File: src/rtl/mult_copro.sv
// Stack-based 32x32 unsigned multiply co-processor. r15 writes push, r15 reads pop,
// and start multiplies the top two entries, pushing the 64-bit product (low word on top).
module mult_copro #(
  parameter int DEPTH = 8
) (
  input  logic        ck,
  input  logic        rb,
  input  logic        start,
  output logic        ready,
  input  logic        dpsh,
  input  logic [31:0] dinp,
  input  logic        dpop,
  output logic [31:0] dout
);

  localparam int AW = $clog2(DEPTH);
  localparam int CW = AW + 1;

  typedef enum logic [1:0] {IDLE, MUL, PSH_HI, PSH_LO} state_t;

  state_t         state_reg;
  logic [CW-1:0]  cnt_reg, cnt_next;
  logic [63:0]    acc_reg;
  logic [31:0]    a_reg, b_reg;
  logic [4:0]     step_reg;
  logic [31:0]    mem [DEPTH];

  logic [CW-1:0]  cnt_m1, cnt_m2;
  logic [AW-1:0]  top_idx, nxt_idx, wr_idx;
  logic           wr_en;
  logic [31:0]    wr_data;
  logic [32:0]    sum;
  logic           idle, start_ok;

  assign cnt_m1   = cnt_reg - CW'(1);
  assign cnt_m2   = cnt_reg - CW'(2);
  assign top_idx  = cnt_m1[AW-1:0];
  assign nxt_idx  = cnt_m2[AW-1:0];
  assign idle     = (state_reg == IDLE);
  assign start_ok = idle && start && (cnt_reg >= CW'(2));
  // Combinational so the processor already stalls in the cycle start is accepted.
  assign ready    = idle && !start_ok;
  assign dout     = (cnt_reg != '0) ? mem[top_idx] : 32'd0;
  assign sum      = {1'b0, acc_reg[63:32]} + (b_reg[0] ? {1'b0, a_reg} : 33'd0);

  // Stack pointer and write port; only IDLE honours processor traffic.
  always_comb begin
    cnt_next = cnt_reg;
    wr_en    = 1'b0;
    wr_idx   = cnt_reg[AW-1:0];
    wr_data  = dinp;
    case (state_reg)
      IDLE: begin
        if (start_ok) begin
          cnt_next = cnt_m2;
        end else if (dpsh && dpop && cnt_reg != '0) begin
          wr_en  = 1'b1;
          wr_idx = top_idx;
        end else if (dpsh && cnt_reg != CW'(DEPTH)) begin
          wr_en    = 1'b1;
          cnt_next = cnt_reg + CW'(1);
        end else if (dpop && !dpsh && cnt_reg != '0) begin
          cnt_next = cnt_m1;
        end
      end
      PSH_HI: begin
        wr_en    = 1'b1;
        wr_data  = acc_reg[63:32];
        cnt_next = cnt_reg + CW'(1);
      end
      PSH_LO: begin
        wr_en    = 1'b1;
        wr_data  = acc_reg[31:0];
        cnt_next = cnt_reg + CW'(1);
      end
      default: ;
    endcase
  end

  always_ff @(posedge ck) begin
    if (wr_en) mem[wr_idx] <= wr_data;
  end

  always_ff @(posedge ck or negedge rb) begin
    if (!rb) begin
      state_reg <= IDLE;
      cnt_reg   <= '0;
      acc_reg   <= '0;
      a_reg     <= '0;
      b_reg     <= '0;
      step_reg  <= '0;
    end else begin
      cnt_reg <= cnt_next;
      case (state_reg)
        IDLE: begin
          if (start_ok) begin
            a_reg     <= mem[top_idx];
            b_reg     <= mem[nxt_idx];
            acc_reg   <= '0;
            step_reg  <= '0;
            state_reg <= MUL;
          end
        end
        MUL: begin
          // Shift-add: the new partial sum enters at the top while the low half shifts right.
          acc_reg  <= {sum, acc_reg[31:1]};
          b_reg    <= b_reg >> 1;
          step_reg <= step_reg + 5'd1;
          if (step_reg == 5'd31) state_reg <= PSH_HI;
        end
        PSH_HI:  state_reg <= PSH_LO;
        PSH_LO:  state_reg <= IDLE;
        default: state_reg <= IDLE;
      endcase
    end
  end

endmodule

File: config.mk
export PLATFORM = sky130hd
export DESIGN_NAME = mult_copro
export DESIGN_NICKNAME = d
export VERILOG_FILES = /design/src/rtl/mult_copro.sv
export SDC_FILE = /design/constraint.sdc
export NUM_CORES = 1
export LEC_CHECK = 0
export CORE_ASPECT_RATIO = 0.8
export CORE_UTILIZATION = 55
export CTS_CLUSTER_SIZE = 40
export DETAILED_ROUTE_END_ITERATION = 10
export GPL_ROUTABILITY_DRIVEN = 1
export GPL_TIMING_DRIVEN = 0
export MAX_ROUTING_LAYER = met4
export PLACE_DENSITY = 0.73
export SETUP_SLACK_MARGIN = 0.05
export SKIP_CTS_REPAIR_TIMING = 1
export SLEW_MARGIN = 15
export SYNTH_ARGS = -nofsm -noshare
export SYNTH_HDL_FRONTEND = slang
export SYNTH_SLANG_ARGS = --single-unit
File: constraint.sdc
create_clock -name ck -period 5.16 [get_ports ck]
set_clock_uncertainty 0.05 [all_clocks]
set_input_delay 1.032 -clock ck [delete_from_list [all_inputs] [get_ports ck]]
set_output_delay 1.032 -clock ck [all_outputs]
set_load 0.05 [all_outputs]
==> impl_metrics.toml <==
[status]
outcome = "finished, final reports clean"

[finish]
area_delta_synth_final_pct = 15.56
layout_commonest_cell = "edfxtp_1"
final_cell_count_no_fill = 2141
drive_above_1_share_pct = 16.19
nFillCells = 2544
multi_input_comb_area_mm2 = 0.008158
post-route-util_pct = 65.03
mostFrequentLayoutCells = "256 x edfxtp_1, 250 x nand2_1, 139 x dfrtp_1"
nets = 1720
final_cell_area_mm2 = 0.02278
seqCellArea_mm2 = 0.01117
largest_reg_flops = 256

[yosys]
synthAdderAreaFrac_pct = 2.958
synth_top_family_by_area = "multiplexers"
synth-seq-area-share_pct = 56.64
netlist_instances = 1518
synthMuxAreaShare_pct = 16.46
synth-compound-area-share_pct = 11.25
yosys.area_share.xor_xnor_pct = 1.333
synth.avg_cell_area_um2 = 12.99
synth_edf_count = 256
ys_warn_count = 0
async_reset_ff_share_pct = 35.19
yosys.area_share.simple_pct = 8.784
synth-seq-cells = 395
synthTopCellsByArea = "edfxtp_1 39%, dfrtp_1 18%, mux4_2 15%"
synth_top_area_share_pct = 38.99
yosys.area.top_type = "edfxtp_1"
ys_types = 63
synth_ff_type = "edfxtp_1"
syn_area_mm2 = 0.01971
synth_nets = 1601

[floorplan]
design.die.area_mm2 = 0.03661
rows = 61
chipWidth_um = 213.7
die_h_um = 171.3
start_util_pct = 56.27
ios = 70
core_area_mm2 = 0.03503

[detailed_routing]
antenna_left = 0
dr.pass1.iters = 6
wirelength_um = 58590
drc = 0
drt_iter0_markers = 2081
vias = 14125
avgRoutedWirePerCell_um = 27.36
vias_per_cell = 6.597

[critical_path]
ff2ff_setup_slack_ns = 0.67
cp_num_buf_inv = 5
end_kind = "primary output"
start_kind = "register"
crit_family = "buffers and inverters"
max_stage_delay_ns = 0.55
path_max_fanout = 12
critPathArrivalTime_ns = 3.99
crit_chain = "clkbuf_4, clkinvlp_4, buf_2, ha_4, buf_4, mux4_2, mux2i_1, nor2_1, dlymetal6s2s_1"
r2r_end = "mem[7][18]"
r2r-start = "cnt_reg[0]"
worstRegToRegCells = 13
crit_type = "reg2out"
cp_slowest_cell = "mux4_2"
required_ns = 4.08

[placed_design]
dpl_cell_area_mm2 = 0.02125
portBuffers = 69
hpwl_um = 40430
placed_cells = 2068
place_congestion = 0.9572

[global_routing]
grt.overflow.total = 0
grt_antenna_before_repair = 1
grt_max_degree = 99
grt_first_pass_wirelength_um = 87070
track_usage_pct = 33.98
grt_pass1_vias = 13724

[clock_network]
clock_path_buffers = 3
clock_latency_ns = 0.56
clock_sink_count = 395
cts_made_buffers = 41
clk_pin_slew_worst_paths_ns = 0.06
cts_max_level = 2
cts_tree = "yes"
cts_root_buf = "clkbuf_16"

[timing]
slew_headroom_pct = 36.59
min_period_ns = 5.070
tightest_slew_ns = 0.9511
period_share_pct = 98.26
rsz0062_at_grt = "false"
timing.fmax_ghz = 0.1972
setup_viol = 0
slew_viol_final = 0
finalHoldViolations = 0

[min_path]
min_path_type = "in2async"

[job]
drv_cap = 0
-- cells by family (layout without fill, tap and decap cells) --
| group | count (synthesis) | after routing |
|---|---|---|
| compound gates | 353 | 353 |
| xor+xnor | 30 | 30 |
| fa+ha+maj | 46 | 46 |
| buf+inv | 124 | 274 |
| flops | 395 | 395 |
| mux | 164 | 164 |
| other cells | 0 | 1 |
| simple gates | 406 | 406 |
-- worst register-to-register path, delay by kind of cell, from the launching register on --
kind / cells / cell delay, ns
buf+inv: 5 / 1.45
simple gates: 4 / 1.41
compound gates: 3 / 0.63
flops: 1 / 0.35
fa+ha+maj: 1 / 0.26
-- layer usage --
metal	up-vias	share of wire, %	wire, µm	global-route usage [%]
met2	876	46	26660	49.59
met1	7132	41	24070	49.03
met5	-	0	0	-
li1	5993	-	-	-
met3	124	11	6153	6.116
met4	0	2.9	1700	10.03
-- worst max-delay path by stage --
stage	from	end	slack (ns)	cells past startpoint
final	cnt_reg[1]	dout[1]	0.09	9
after global placement	rb	b_reg[19]	-2.77	1
after global routing	cnt_reg[1]	dout[1]	0.006	9
after detailed placement	cnt_reg[1]	dout[27]	-1.07	10
after floorplan	cnt_reg[0]	mem[6][0]	0.47	13
after CTS	cnt_reg[1]	dout[27]	-1.67	10
-- synthesized netlist by cell type (all sizes together) (7+ instances only) --
library cell and n:
nand3 10, dfrtp 139, mux4 128, buf 43, and2 32, xor2 14, edfxtp 256, clkbuf 62
mux2i 34, nor2b 7, ha 45, nand4 14, xnor2 16, o21ai 118, a22o 36, a22oi 34
a21oi 106, nor2 70, inv 18, a21o 11, nand2 252
-- metrics by stage --
stage | hold slack (ns) | TNS [ns] | worst slack [ns]
floorplan | 0.3918 | 0 | 0.4750
global placement | 0.4061 | -902.11 | -2.765
detailed placement | 0.4158 | -30.24 | -1.070
CTS | 0.3155 | -49.59 | -1.673
global route | 0.3298 | 0 | 0.006066
finish | 0.3074 | 0 | 0.08967
-- cell type report --
class / instances / share of cell area [%]
flip-flops and latches: 395 / 49.01
repair buffers: 78 / 4.229
inverters: 19 / 0.3295
clock buffers: 60 / 5.322
multi-input cells: 999 / 35.81
plain buffers: 103 / 2.043
clock inverters: 14 / 0.6536
diodes: 1 / 0.01098
well taps: 472 / 2.592
Power is left out: the tool's default activity adds up to more than one toggle a clock period on the data nets, which glitch-free logic cannot reach.
